File: config.mk
export PLATFORM = sky130hd
export DESIGN_NAME = lap_time_counter
export DESIGN_NICKNAME = d
export VERILOG_FILES = /design/src/rtl/lap_time_counter.sv
export SDC_FILE = /design/constraint.sdc
export NUM_CORES = 1
export LEC_CHECK = 0
export ABC_AREA = 0
export CORE_MARGIN = 2
export CORE_UTILIZATION = 40
export DETAILED_ROUTE_END_ITERATION = 8
export DONT_BUFFER_PORTS = 1
export SLEW_MARGIN = 20
export SYNTH_ARGS = -nofsm -noshare
export SYNTH_HDL_FRONTEND = slang
export SYNTH_SLANG_ARGS = --single-unit
File: constraint.sdc
create_clock -name pclk -period 4.72 [get_ports pclk]
set_input_delay 0.472 -clock pclk [delete_from_list [all_inputs] [get_ports pclk]]
set_output_delay 0.472 -clock pclk [all_outputs]
set_load 0.01 [all_outputs]
File: src/rtl/lap_time_counter.sv
// Lap timer: live MM:SS:CC as BCD and ASCII, plus the last completed lap.
// Optional BEST_LAP_EN adds best_ascii/new_best.
//
// Ports:
//   pclk, rst_n              clock, async active-low reset
//   start, stop, lap, clear  one-cycle control pulses
//   running                  high while counting
//   cur_ascii, cur_bcd       current time {M1,M0,S1,S0,C1,C0}
//   last_ascii               last completed lap
//   lap_done                 pulse one cycle after an accepted lap
//   overflow                 sticky, set at 59:59:99
//   best_ascii, new_best     best lap so far (BEST_LAP_EN only)
module lap_time_counter #(
   parameter int CLK_FREQ_HZ = 65000000,
   parameter int TICK_HZ     = 100
) (
   input  logic        pclk,
   input  logic        rst_n,
   input  logic        start,
   input  logic        stop,
   input  logic        lap,
   input  logic        clear,
   output logic        running,
   output logic [41:0] cur_ascii,
   output logic [23:0] cur_bcd,
   output logic [41:0] last_ascii,
   output logic        lap_done,
   output logic        overflow
`ifdef BEST_LAP_EN
   ,
   output logic [41:0] best_ascii,
   output logic        new_best
`endif
);

   localparam int DIV = CLK_FREQ_HZ / TICK_HZ;
   localparam int PW  = $clog2(DIV);
   localparam logic [PW-1:0] PMAX = PW'(DIV - 1);
   localparam logic [23:0] SAT_T = 24'h595999;
   localparam logic [41:0] ZERO_A = {6{7'h30}};

   typedef enum logic [1:0] {
      IDLE,
      RUN,
      PAUSE,
      SAT
   } state_t;

   state_t        state_q, state_d;
   logic [PW-1:0] pre_q, pre_d;
   logic [23:0]   cur_q, cur_d;
   logic [23:0]   inc;
   logic          ovf_d;
   logic          lap_take;
   logic          cnt_en;

   // Digit order C0,C1,S0,S1,M0,M1 from bit 0 upward; tens of
   // seconds and tens of minutes roll over at 5.
   function automatic logic [23:0] bcd_inc(input logic [23:0] t);
      logic [23:0] r;
      logic        c;
      logic [3:0]  lim;
      r = t;
      c = 1'b1;
      for (int i = 0; i < 6; i++) begin
         lim = (i == 3 || i == 5) ? 4'd5 : 4'd9;
         if (c) begin
            if (r[i*4 +: 4] == lim) begin
               r[i*4 +: 4] = 4'd0;
            end else begin
               r[i*4 +: 4] = r[i*4 +: 4] + 4'd1;
               c = 1'b0;
            end
         end
      end
      return r;
   endfunction

   function automatic logic [41:0] to_ascii(input logic [23:0] t);
      logic [41:0] a;
      for (int i = 0; i < 6; i++)
         a[i*7 +: 7] = 7'h30 + {3'b000, t[i*4 +: 4]};
      return a;
   endfunction

   assign lap_take = lap && !clear && (state_q != IDLE);
   // stop wins over the prescaler so a pause holds its exact phase
   assign cnt_en = (state_q == RUN) && !clear && !lap_take && !stop;
   assign inc = bcd_inc(cur_q);
   assign cur_bcd = cur_q;

   always_comb begin
      state_d = state_q;
      pre_d   = pre_q;
      cur_d   = cur_q;
      ovf_d   = overflow;
      if (clear) begin
         state_d = IDLE;
         pre_d   = '0;
         cur_d   = '0;
         ovf_d   = 1'b0;
      end else if (lap_take) begin
         pre_d = '0;
         cur_d = '0;
         ovf_d = 1'b0;
         if (state_q == SAT)
            state_d = RUN;
      end else if (stop) begin
         if (state_q == RUN)
            state_d = PAUSE;
      end else if (start) begin
         if (state_q == IDLE || state_q == PAUSE)
            state_d = RUN;
      end
      if (cnt_en) begin
         if (pre_q == PMAX) begin
            pre_d = '0;
            cur_d = inc;
            if (inc == SAT_T) begin
               state_d = SAT;
               ovf_d   = 1'b1;
            end
         end else begin
            pre_d = pre_q + 1'b1;
         end
      end
   end

   always_ff @(posedge pclk or negedge rst_n) begin
      if (!rst_n) begin
         state_q    <= IDLE;
         pre_q      <= '0;
         cur_q      <= '0;
         cur_ascii  <= ZERO_A;
         last_ascii <= ZERO_A;
         lap_done   <= 1'b0;
         overflow   <= 1'b0;
         running    <= 1'b0;
      end else begin
         state_q   <= state_d;
         pre_q     <= pre_d;
         cur_q     <= cur_d;
         cur_ascii <= to_ascii(cur_d);
         overflow  <= ovf_d;
         running   <= (state_d == RUN);
         lap_done  <= lap_take;
         if (clear)
            last_ascii <= ZERO_A;
         else if (lap_take)
            last_ascii <= to_ascii(cur_q);
      end
   end

`ifdef BEST_LAP_EN
   logic [23:0] best_q;

   // BCD digits compare correctly as a plain binary number
   always_ff @(posedge pclk or negedge rst_n) begin
      if (!rst_n) begin
         best_q     <= SAT_T;
         best_ascii <= to_ascii(SAT_T);
         new_best   <= 1'b0;
      end else if (clear) begin
         best_q     <= SAT_T;
         best_ascii <= to_ascii(SAT_T);
         new_best   <= 1'b0;
      end else if (lap_take && (cur_q < best_q)) begin
         best_q     <= cur_q;
         best_ascii <= to_ascii(cur_q);
         new_best   <= 1'b1;
      end else begin
         new_best <= 1'b0;
      end
   end
`endif

endmodule

After elaboration in Yosys (flattened, before gate mapping). Index checks and enable logic that the tools add are counted.

$add $sub $neg: 19. Multiply operators: 0. Divide/modulo/power cells: 0. Order comparisons: 0. Eq/ne operators: 12. Shift-type cells: 0. Mux-type cells: 45. Bitwise operators: 0. Reduce and logical (&&, ||, !) cells: 13.

Operators with widths (number): $mux 24 (4); $add 6x4->7 const A (12); $mux 42 (2); $mux 20 (4); $mux 4 (11); $add 4x1->4 const B (6); $eq 24x23->1 const B (1); $add 20x1->20 const B (1); $eq 20x20->1 const B (1); $mux 2 (10); $eq 4x4->1 const B (4); $mux 1 (14); $eq 4x3->1 const B (2); $logic_and 1x1->1 (5); $eq 2x1->1 const B (2); $eq 2x2->1 const B (2); $reduce_bool 2->1 (2); $logic_not 1->1 (3); $reduce_bool 3->1 (1); $logic_not 2->1 (1); $logic_or 1x1->1 (1).

Register bits: 133. Bits in latches: 0. Bits in writable memories: 0. Bits in read-only memories: 0. Input bits: 6. Output and inout bits: 111. Word-level logic and storage cells: 97. Memories: 0.

Logic depth before layout (Yosys ltp). Gate-level depths: netlist of the first run.

Depth in word-level cells: 12. Gate-level depth with buffers: 9. Depth with buffers taken out: 7.

Least setup slack after synthesis of the first run. No wires, ideal clock.

Path kind: input to register. Start point: in stop. End point: reg running. Data arrival time: 2069 ps. Data required time: 4600 ps. Setup slack: 2531 ps. Stages: 6. Buffers on the path: 0. Cells stage by stage: nand2b_2 or4_4 or4_4 a211oi_2 nand4_1 and3_1.

Word-level cells in the longest chain between the ends: 7.

Ends and longest elaborated chain: from (decl) (line 20) `input logic stop,`; $mux 2 (line 108) `end else if (stop) begin`; $mux 2 (line 102) `end else if (lap_take) begin`; $mux 2 (line 97) `if (clear) begin`; $mux 2 (line 119) `if (inc == SAT_T) begin`; $mux 2 (line 116) `if (pre_q == PMAX) begin`; $mux 2 (*) (line 115) `if (cnt_en) begin`; $eq 2x1->1 (*) (line 145) `running <= (state_d == RUN);`; to (signal assigned) (line 145); to (decl) (line 23) `output logic running,`.

Mark *: on every way between the ends. The rest lies on a longest branch, timed or not. A chain may end at the register's enable or synchronous reset.

==> impl_metrics.json, run 1 <==
{
  "worstSetupEndpointType": "register",
  "switching_power_w": 0.000290,
  "postSynthRegisterBits": 73,
  "drc": 0,
  "clock.fmax_mhz": 350,
  "die_h_um": 108,
  "rows": 37,
  "violations": "negative hold slack",
  "grt_start_max_net_pins": 74,
  "fp.dieW_um": 108,
  "synth_edf_count": 0,
  "multi_input_comb_area_um2": 2020,
  "share_comb_of_total_power_pct": 4.7,
  "critPathBufInv": 0,
  "grt_pass1_wl_um": 16700,
  "drt-total-wl_um": 10100,
  "synth_async_sr_flop_share_pct": 100,
  "critPathMaxStageDelay_ns": 0.71,
  "io_buffers": 0,
  "ys_seq_area_share_pct": 42.3,
  "yosys_warnings": 0,
  "crit_path_max_fanout": 17,
  "die_area_um2": 11600,
  "layout_commonest_cell": "dfrtp_1",
  "worstPathArrival_ns": 3.10,
  "final_hold_viol_count": 7,
  "finClkSkew_ns": 0.0133,
  "areaGrowthSynthToFinish_pct": 0.232,
  "setup_viol": 0,
  "grt-ovfl-total": 0,
  "syn_area_per_cell_um2": 9.10,
  "p_int_w": 0.000931,
  "status": "complete, but fails checks",
  "ir_drop_mv": 0.127,
  "setup_ws_ns": 1.87,
  "final_cell_mix": "dfrtp_1 (73), o21ai_0 (48), nand2_1 (41), conb_1 (36), a22o_1 (25)",
  "crit_path_start": "cur_ascii[1]$_DFF_PN0_",
  "switching_share_pct": 23.7,
  "drtPass1Iterations": 6,
  "cts-resized-gates": 0,
  "avgRoutedWirePerCell_um": 17.5,
  "pwr-share-seq_pct": 51.5,
  "hpwl_um": 6630,
  "routed_via_density": 5.70,
  "finalWeightedCongestion": 0.878,
  "cts.sinks": 73,
  "hp-class": "input port to async pin",
  "timing.final.crit_period_ns": 2.85,
  "crit_chain": "and4bb_1 -> nand3_2 -> or3_1 -> a211oi_2 -> nand4_1 -> and3_1",
  "ff_latch_area_um2": 1830,
  "startpoint_type": "register",
  "root_buffer": "clkbuf_8",
  "start_util_pct": 41.5,
  "synth_cell_types": 54,
  "pre_cts_ws_ns": 1.88,
  "cellLeakagePower_nw": 1.87,
  "insertedDiodeCount": 0,
  "clk_pin_slew_ns": 0.08,
  "antenna_found_initial": 0,
  "timing.rr.start": "cur_ascii[1]$_DFF_PN0_",
  "drive_gt1_share_pct": 6.58,
  "insertion_delay_ns": 0.36,
  "rsz0062_at_grt": "no",
  "dr_total_vias": 3288,
  "whs_ns": -0.0194,
  "clockPowerShare_pct": 43.8,
  "cp_slowest_cell": "and4bb_1",
  "tns_ns": 0,
  "dr.first_iter.drc_count": 242,
  "netlist_area_um2": 4320,
  "max_slew_margin_pct": 37.2,
  "cp_top_family": "simple AND/OR/NAND/NOR gates",
  "synthCells": 475,
  "io_pins": 117,
  "grt_pass1_vias": 3172,
  "crit_type": "register to register",
  "tritoncts": "built",
  "grtUsageTotal_pct": 18.0,
  "cts_buffers": 9,
  "antenna_left": 0,
  "worst_pin_slew_ns": 0.936,
  "fin_crit_sh_pct": 60.5,
  "cap_violations": 0,
  "cts.htree.levels": 3,
  "cts_buffer_depth": 2,
  "slew_viol_final": 0,
  "ys.flop_type": "dfrtp_1",
  "cp.required_ns": 4.97,
  "core_um2": 10400,
  "fillers": 1054,
  "final_nets": 443,
  "power_per_cell_area_nw_per_um2": 282
}
through the flow:
step	instance area (µm²)	cells	util (%)	hold slack (ns)	power [W]
global route	4330	577	41.6	0.0117	0.00128
finish	4330	577	41.6	-0.0194	0.00122
global placement	4090	560	39.2	0.178	0.000682
detailed placement	4090	560	39.2	0.178	0.000684
floorplan	4450	509	-	0.176	0.000697
CTS	4330	577	41.5	0.00581	0.00124
cell families (layout without fill, tap and decap cells):
logic type / count (synthesis) / in the layout / synth area share, %
xor+xnor: 6 / 6 / 1.22
compound gates: 130 / 130 / 20.1
buf+inv: 101 / 33 / 14.2
mux: 3 / 3 / 0.695
simple gates: 159 / 159 / 21.1
flops: 73 / 73 / 42.3
fa+ha+maj: 1 / 1 / 0.290
other cells: 2 / 36 / 0.174
registers in the layout, summed over array words and instances, names as in the netlist:
name / cells
last_ascii: 24
overflow: 1
cur_ascii: 24
lap_done: 1
running: 1
state_q: 2
pre_q: 20
cell usage after synthesis (all sizes together), types with 2 or more instances:
cell     number  share of area, %
nor4          6              0.87
nand2b        7               1.1
and2          6              0.87
inv          13               1.1
nor3          8              0.93
nand3b        5              0.87
xnor2         3              0.61
and3          8               1.2
nor2         16               1.4
o41ai         9               1.8
or3           2              0.29
o2111ai       2              0.41
or4           4              0.87
a22o         25               5.1
nor4b         4              0.81
conb          2              0.17
nand2        41               3.6
and4bb        3              0.87
dfrtp        73                42
buf          66                11
nor2b        12               1.7
o21ai        49               5.7
nand4        10               1.4
nand3        14               1.7
mux2i         3              0.70
o31ai        11               1.9
a211oi        2              0.46
clkbuf       22               1.9
a21oi        18               2.1
and4          6               1.2
nor3b         3              0.52
a31oi         4              0.58
xor2          3              0.61
layer usage:
layer,wire [µm],track usage [%],vias up
li1,-,-,1556
met1,4300,22.5,1638
met5,0,0,-
met2,5200,31.1,86
met3,495,4.66,8
met4,87,4.58,0
path summary, 6_finish.rpt:
path	endpoint	slack [ns]	depth (start not counted)
setup / recovery	running$_DFF_PN0_	1.87	6
hold reg to reg	pre_q[19]$_DFFE_PN0P_	0.51	1
hold / removal	last_ascii[10]$_DFFE_PN0P_	-0.02	1
setup reg to reg	running$_DFF_PN0_	1.87	6
min in group pclk	state_q[0]$_DFF_PN0_	0.20	1
max in group asynchronous	pre_q[8]$_DFFE_PN0P_	4.40	1
worst register-to-register path, delay by kind of cell (launching register included):
| family | cells | cell delay (ns) |
|---|---|---|
| flops | 1 | 0.57 |
| simple gates | 5 | 1.95 |
| compound gates | 1 | 0.23 |
power by group through the flow:
| stage | sequential (W) | clock [W] | combinational (W) |
|---|---|---|---|
| global route | 0.000629 | 0.000588 | 0.0000648 |
| finish | 0.000629 | 0.000535 | 0.0000571 |
| global placement | 0.000641 | 0 | 0.0000411 |
| CTS | 0.000629 | 0.000554 | 0.0000579 |
| floorplan | 0.000641 | 0 | 0.0000556 |
| detailed placement | 0.000641 | 0 | 0.0000421 |
final cells by class:
class / count / share of cell area [%]
Multi-Input combinational cell: 335 / 46.7
Sequential cell: 73 / 42.2
Tap cell: 136 / 3.93
Clock buffer: 10 / 2.95
Clock inverter: 6 / 1.91
Timing Repair Buffer: 4 / 1.16
Inverter: 13 / 1.13
what timing repair did:
item / in CTS / in global routing
hold endpoints to repair: 73 / 0
hold buffers: 1 / 0
buffers inserted: 0 / 0
Power figures use the tool's default switching activity.
==> run 2: changes to the inputs <==
==> constraint.sdc (replaced) <==
create_clock -name pclk -period 2.6 [get_ports pclk]
set_input_delay 0.26 -clock pclk [delete_from_list [all_inputs] [get_ports pclk]]
set_output_delay 0.26 -clock pclk [all_outputs]
set_load 0.01 [all_outputs]
==> impl_metrics.json, run 2 (synthesis gave the netlist of run 1 again) <==
{
  "status": "finished clean",
  "crit_path_start": "cur_ascii[8]$_DFF_PN0_",
  "routed_via_density": 5.67,
  "dr_total_vias": 3437,
  "worstHoldPathCells": 2,
  "worstSetupEndpointType": "register",
  "cp.required_ns": 2.83,
  "drt-total-wl_um": 10400,
  "fin_crit_sh_pct": 90.3,
  "final_hold_viol_count": 0,
  "crit_chain": "buf_4 -> and4bb_2 -> nand3_2 -> buf_4 -> nor3_1 -> inv_1 -> o41ai_1",
  "rr_worst_depth": 7,
  "hpwl_um": 7020,
  "layout_commonest_cell": "dfrtp_1",
  "core_um2": 10400,
  "worst_pin_slew_ns": 0.610,
  "grt-ovfl-total": 0,
  "grtUsageTotal_pct": 18.3,
  "insertion_delay_ns": 0.36,
  "whs_ns": 0.137,
  "insertedDiodeCount": 0,
  "antenna_found_initial": 0,
  "io_buffers": 0,
  "tns_ns": 0,
  "drtPass1Iterations": 4,
  "power_per_cell_area_nw_per_um2": 500,
  "ir_drop_mv": 0.280,
  "io_pins": 117,
  "slew_viol_final": 0,
  "worstHoldEndpoint": "running$_DFF_PN0_",
  "die_area_um2": 11600,
  "grt_pass1_vias": 3294,
  "reg.largest.list": "cur_ascii: 24 flops, last_ascii: 24 flops, pre_q: 20 flops",
  "final_cell_mix": "dfrtp_1 (73), o21ai_0 (48), nand2_1 (41), conb_1 (36), buf_4 (28)",
  "tritoncts": "built",
  "cts.htree.levels": 3,
  "cts.sinks": 73,
  "cp_slowest_cell": "nor3_1",
  "start_util_pct": 41.5,
  "cellLeakagePower_nw": 2.02,
  "timing.rr.end": "cur_ascii[36]$_DFF_PN0_",
  "worstPathArrival_ns": 2.58,
  "finClkSkew_ns": 0.0145,
  "areaGrowthSynthToFinish_pct": 5.85,
  "cts_buffer_depth": 2,
  "avgRoutedWirePerCell_um": 17.2,
  "crit_path_frequent_cell": "buf_4",
  "grt_pass1_wl_um": 17000,
  "r2r_setup_slack_ns": 0.25,
  "root_buffer": "clkbuf_8",
  "max_slew_margin_pct": 58.9,
  "final_nets": 472,
  "rows": 37,
  "drive_gt1_share_pct": 11.9,
  "clock.fmax_mhz": 426,
  "critPathMaxStageDelay_ns": 0.49,
  "timing.final.crit_period_ns": 2.35,
  "crit_type": "register to register",
  "hold_start": "stop",
  "dr.first_iter.drc_count": 206,
  "hp-class": "input port to register",
  "clk_pin_slew_ns": 0.09,
  "rsz0062_at_grt": "no",
  "die_h_um": 108,
  "crit_path_max_fanout": 9,
  "timing.rr.start": "cur_ascii[8]$_DFF_PN0_",
  "drc": 0,
  "antenna_left": 0,
  "grt_start_max_net_pins": 74,
  "setup_viol": 0,
  "startpoint_type": "register",
  "cts_buffers": 9,
  "fp.dieW_um": 108,
  "cap_violations": 0,
  "finalWeightedCongestion": 0.850
}
[run 2: cell count changes in the layout (fill, tap and decap cells not counted), moves of 2 or more]
cell | before | now
buf_4 | 3 | 28
dlygate4sd3_1 | 0 | 3
inv_6 | 0 | 2
clkinv_2 | 3 | 0
[run 2: per-stage QoR]
| stage | setup WS, ns | util, % | area [µm²] | std cells | total power, W |
|---|---|---|---|---|---|
| 2_1_floorplan | 0.495 | - | 4450 | 509 | 0.00126 |
| 3_3_place_gp | 0.392 | 41.2 | 4290 | 586 | 0.00125 |
| 3_5_place_dp | 0.282 | 41.2 | 4290 | 586 | 0.00125 |
| 4_1_cts | 0.241 | 43.9 | 4570 | 606 | 0.00232 |
| 5_1_grt | 0.0528 | 43.9 | 4570 | 606 | 0.00239 |
| 6_report | 0.252 | 43.9 | 4570 | 606 | 0.00229 |
[run 2: worst max path at each step]
stage	to	slack, ns
2_1_floorplan	running$_DFF_PN0_	0.49
3_3_place_gp	running$_DFF_PN0_	0.39
3_5_place_dp	running$_DFF_PN0_	0.28
4_1_cts	cur_ascii[36]$_DFF_PN0_	0.24
5_1_grt	cur_ascii[36]$_DFF_PN0_	0.05
6_report	cur_ascii[36]$_DFF_PN0_	0.25
[run 2: report_power, final]
group          internal, W  switching (W)
Sequential         0.00114     0.00000446
Combinational    0.0000258      0.0000898
Clock             0.000549       0.000481
Total              0.00171       0.000575
[run 2: critical path: cells and delay by family (launching register included)]
kind,cells,cell delay (ns)
buffers and inverters,3,0.51
DFF,1,0.46
AOI/OAI and AO/OA,1,0.34
and+or+nand+nor,3,0.92
[run 2: cell type report]
cell class / count / area, µm²
fill: 1006 / 5840
multi-input combinational: 335 / 2010
sequential: 73 / 1830
timing repair buffer: 33 / 288
tap: 136 / 170
clock buffer: 9 / 124
clock inverter: 7 / 101
inverter: 13 / 48.8
[run 2: routing by layer]
layer | routed length [µm] | track usage, % | up-vias
met3 | 588 | 4.96 | 14
met1 | 4510 | 23.2 | 1706
li1 | - | - | 1614
met4 | 138 | 5.04 | 0
met2 | 5180 | 30.8 | 103
met5 | 0 | 0 | -
[run 2: repair_timing]
item,CTS,global route
buffers inserted,0,0
hold endpoints to repair,74,0
hold buffers,4,0
resized for setup,0,1
setup endpoints to repair,0,1
==> run 3: changes to the inputs <==
--- a/config.mk
+++ b/config.mk
@@ -7,7 +7,7 @@
 export LEC_CHECK = 0
 export ABC_AREA = 0
 export CORE_MARGIN = 2
-export CORE_UTILIZATION = 40
+export CORE_UTILIZATION = 47
 export DETAILED_ROUTE_END_ITERATION = 8
 export DONT_BUFFER_PORTS = 1
 export SLEW_MARGIN = 20
==> constraint.sdc (replaced) <==
create_clock -name pclk -period 2.6 [get_ports pclk]
set_input_delay 0.39 -clock pclk [delete_from_list [all_inputs] [get_ports pclk]]
set_output_delay 0.39 -clock pclk [all_outputs]
set_load 0.01 [all_outputs]
==> impl_metrics.json, run 3 (synthesis gave the netlist of run 1 again) <==
{
  "status": "finished clean",
  "finClkSkew_ns": 0.00945,
  "setup_viol": 0,
  "max_slew_margin_pct": 56.5,
  "root_buffer": "clkbuf_8",
  "worstPathArrival_ns": 2.54,
  "io_buffers": 0,
  "rr_worst_depth": 7,
  "worst_pin_slew_ns": 0.647,
  "routed_via_density": 5.98,
  "final_hold_viol_count": 0,
  "reg.largest.list": "cur_ascii: 24 flops, last_ascii: 24 flops, pre_q: 20 flops",
  "crit_type": "register to register",
  "worstSetupEndpointType": "register",
  "ir_drop_mv": 0.305,
  "setup_ws_ns": 0.310,
  "antenna_found_initial": 0,
  "rows": 34,
  "crit_path_max_fanout": 12,
  "pre_cts_ws_ns": 0.230,
  "die_area_um2": 9980,
  "dr_total_vias": 3457,
  "grt-ovfl-total": 0,
  "final_nets": 472,
  "drive_gt1_share_pct": 12.6,
  "dr.first_iter.drc_count": 164,
  "cap_violations": 0,
  "startpoint_type": "register",
  "final_cell_mix": "dfrtp_1 (73), o21ai_0 (48), nand2_1 (41), conb_1 (36), buf_4 (31)",
  "antenna_left": 0,
  "cts.htree.levels": 3,
  "hpwl_um": 6910,
  "core_um2": 8810,
  "fillers": 817,
  "fin_crit_sh_pct": 88.1,
  "slew_viol_final": 0,
  "tritoncts": "built",
  "whs_ns": 0.109,
  "areaGrowthSynthToFinish_pct": 4.92,
  "cellLeakagePower_nw": 2.02,
  "io_pins": 117,
  "fp.dieW_um": 99.9,
  "fin_util_pct": 51.5,
  "avgRoutedWirePerCell_um": 17.5,
  "insertion_delay_ns": 0.35,
  "cts_buffer_depth": 2,
  "finalWeightedCongestion": 0.918,
  "grtUsageTotal_pct": 21.0,
  "timing.final.crit_period_ns": 2.29,
  "tns_ns": 0,
  "cts.sinks": 73,
  "start_util_pct": 49.1,
  "insertedDiodeCount": 0,
  "drc": 0,
  "grt_start_max_net_pins": 74,
  "worstHoldPathCells": 1,
  "drt-total-wl_um": 10100,
  "cp.required_ns": 2.85,
  "grt_pass1_vias": 3312,
  "layout_commonest_cell": "dfrtp_1",
  "cts_buffers": 9,
  "drtPass1Iterations": 4,
  "die_h_um": 99.9,
  "grt_pass1_wl_um": 16700,
  "rsz0062_at_grt": "no",
  "hp-class": "input port to register",
  "clk_pin_slew_ns": 0.08,
  "clock.fmax_mhz": 437,
  "power_per_cell_area_nw_per_um2": 493
}
-- run 3: repair_timing --
item                                    in CTS  in global routing
resized for setup                            0                  2
endpoints found under the hold margin       73                  0
endpoints found under the setup margin       0                  3
hold buffers                                 2                  0
setup buffers                                0                  0
-- run 3: where the power goes --
| group | leakage [nW] | switching, W | internal (W) | total (W) |
|---|---|---|---|---|
| Combinational | 0.894 | 0.0000897 | 0.0000226 | 0.000112 |
| Sequential | 1.02 | 0.00000421 | 0.00114 | 0.00114 |
| Clock | 0.103 | 0.000439 | 0.000543 | 0.000982 |
| Total | 2.02 | 0.000533 | 0.00170 | 0.00224 |
-- run 3: final timing paths --
check / endpoint / startpoint / slack (ns)
setup / recovery: running$_DFF_PN0_ / cur_ascii[2]$_DFF_PN0_ / 0.31
hold / removal: state_q[0]$_DFF_PN0_ / clear / 0.11
setup reg to reg: running$_DFF_PN0_ / cur_ascii[2]$_DFF_PN0_ / 0.31
hold reg to reg: pre_q[19]$_DFFE_PN0P_ / pre_q[19]$_DFFE_PN0P_ / 0.52
max in group asynchronous: pre_q[4]$_DFFE_PN0P_ / rst_n / 1.69
min in group asynchronous: last_ascii[8]$_DFFE_PN0P_ / rst_n / 0.58
-- run 3: critical path: stages (launching register included) --
cell	delay, ns
dfrtp_1	0.38
and4bb_1	0.55
buf_4	0.22
and2_1	0.19
a31oi_1	0.11
nor4_1	0.27
nand4_1	0.22
and3_1	0.24
-- run 3: metal layers --
layer | up-vias | global-route usage (%) | wire length (µm)
met5 | - | 0 | 0
met4 | 0 | 7.38 | 178
met3 | 16 | 4.74 | 525
met2 | 120 | 32.2 | 4580
met1 | 1710 | 29.2 | 4820
li1 | 1611 | - | -
-- run 3: layout make-up --
type | count | area (µm²) | share of cell area (%)
clock inverter | 6 | 92.6 | 2.04
tap | 108 | 135 | 2.98
multi-input combinational | 335 | 2030 | 44.8
sequential | 73 | 1830 | 40.3
clock buffer | 10 | 128 | 2.82
inverter | 13 | 48.8 | 1.08
timing repair buffer | 33 | 270 | 5.96
-- run 3: metrics by stage --
step | power [W] | instance area, µm² | cells
after floorplan | 0.00126 | 4450 | 509
after global placement | 0.00125 | 4260 | 560
after detailed placement | 0.00125 | 4260 | 560
after CTS | 0.00227 | 4520 | 578
after global routing | 0.00234 | 4530 | 578
final | 0.00224 | 4530 | 578
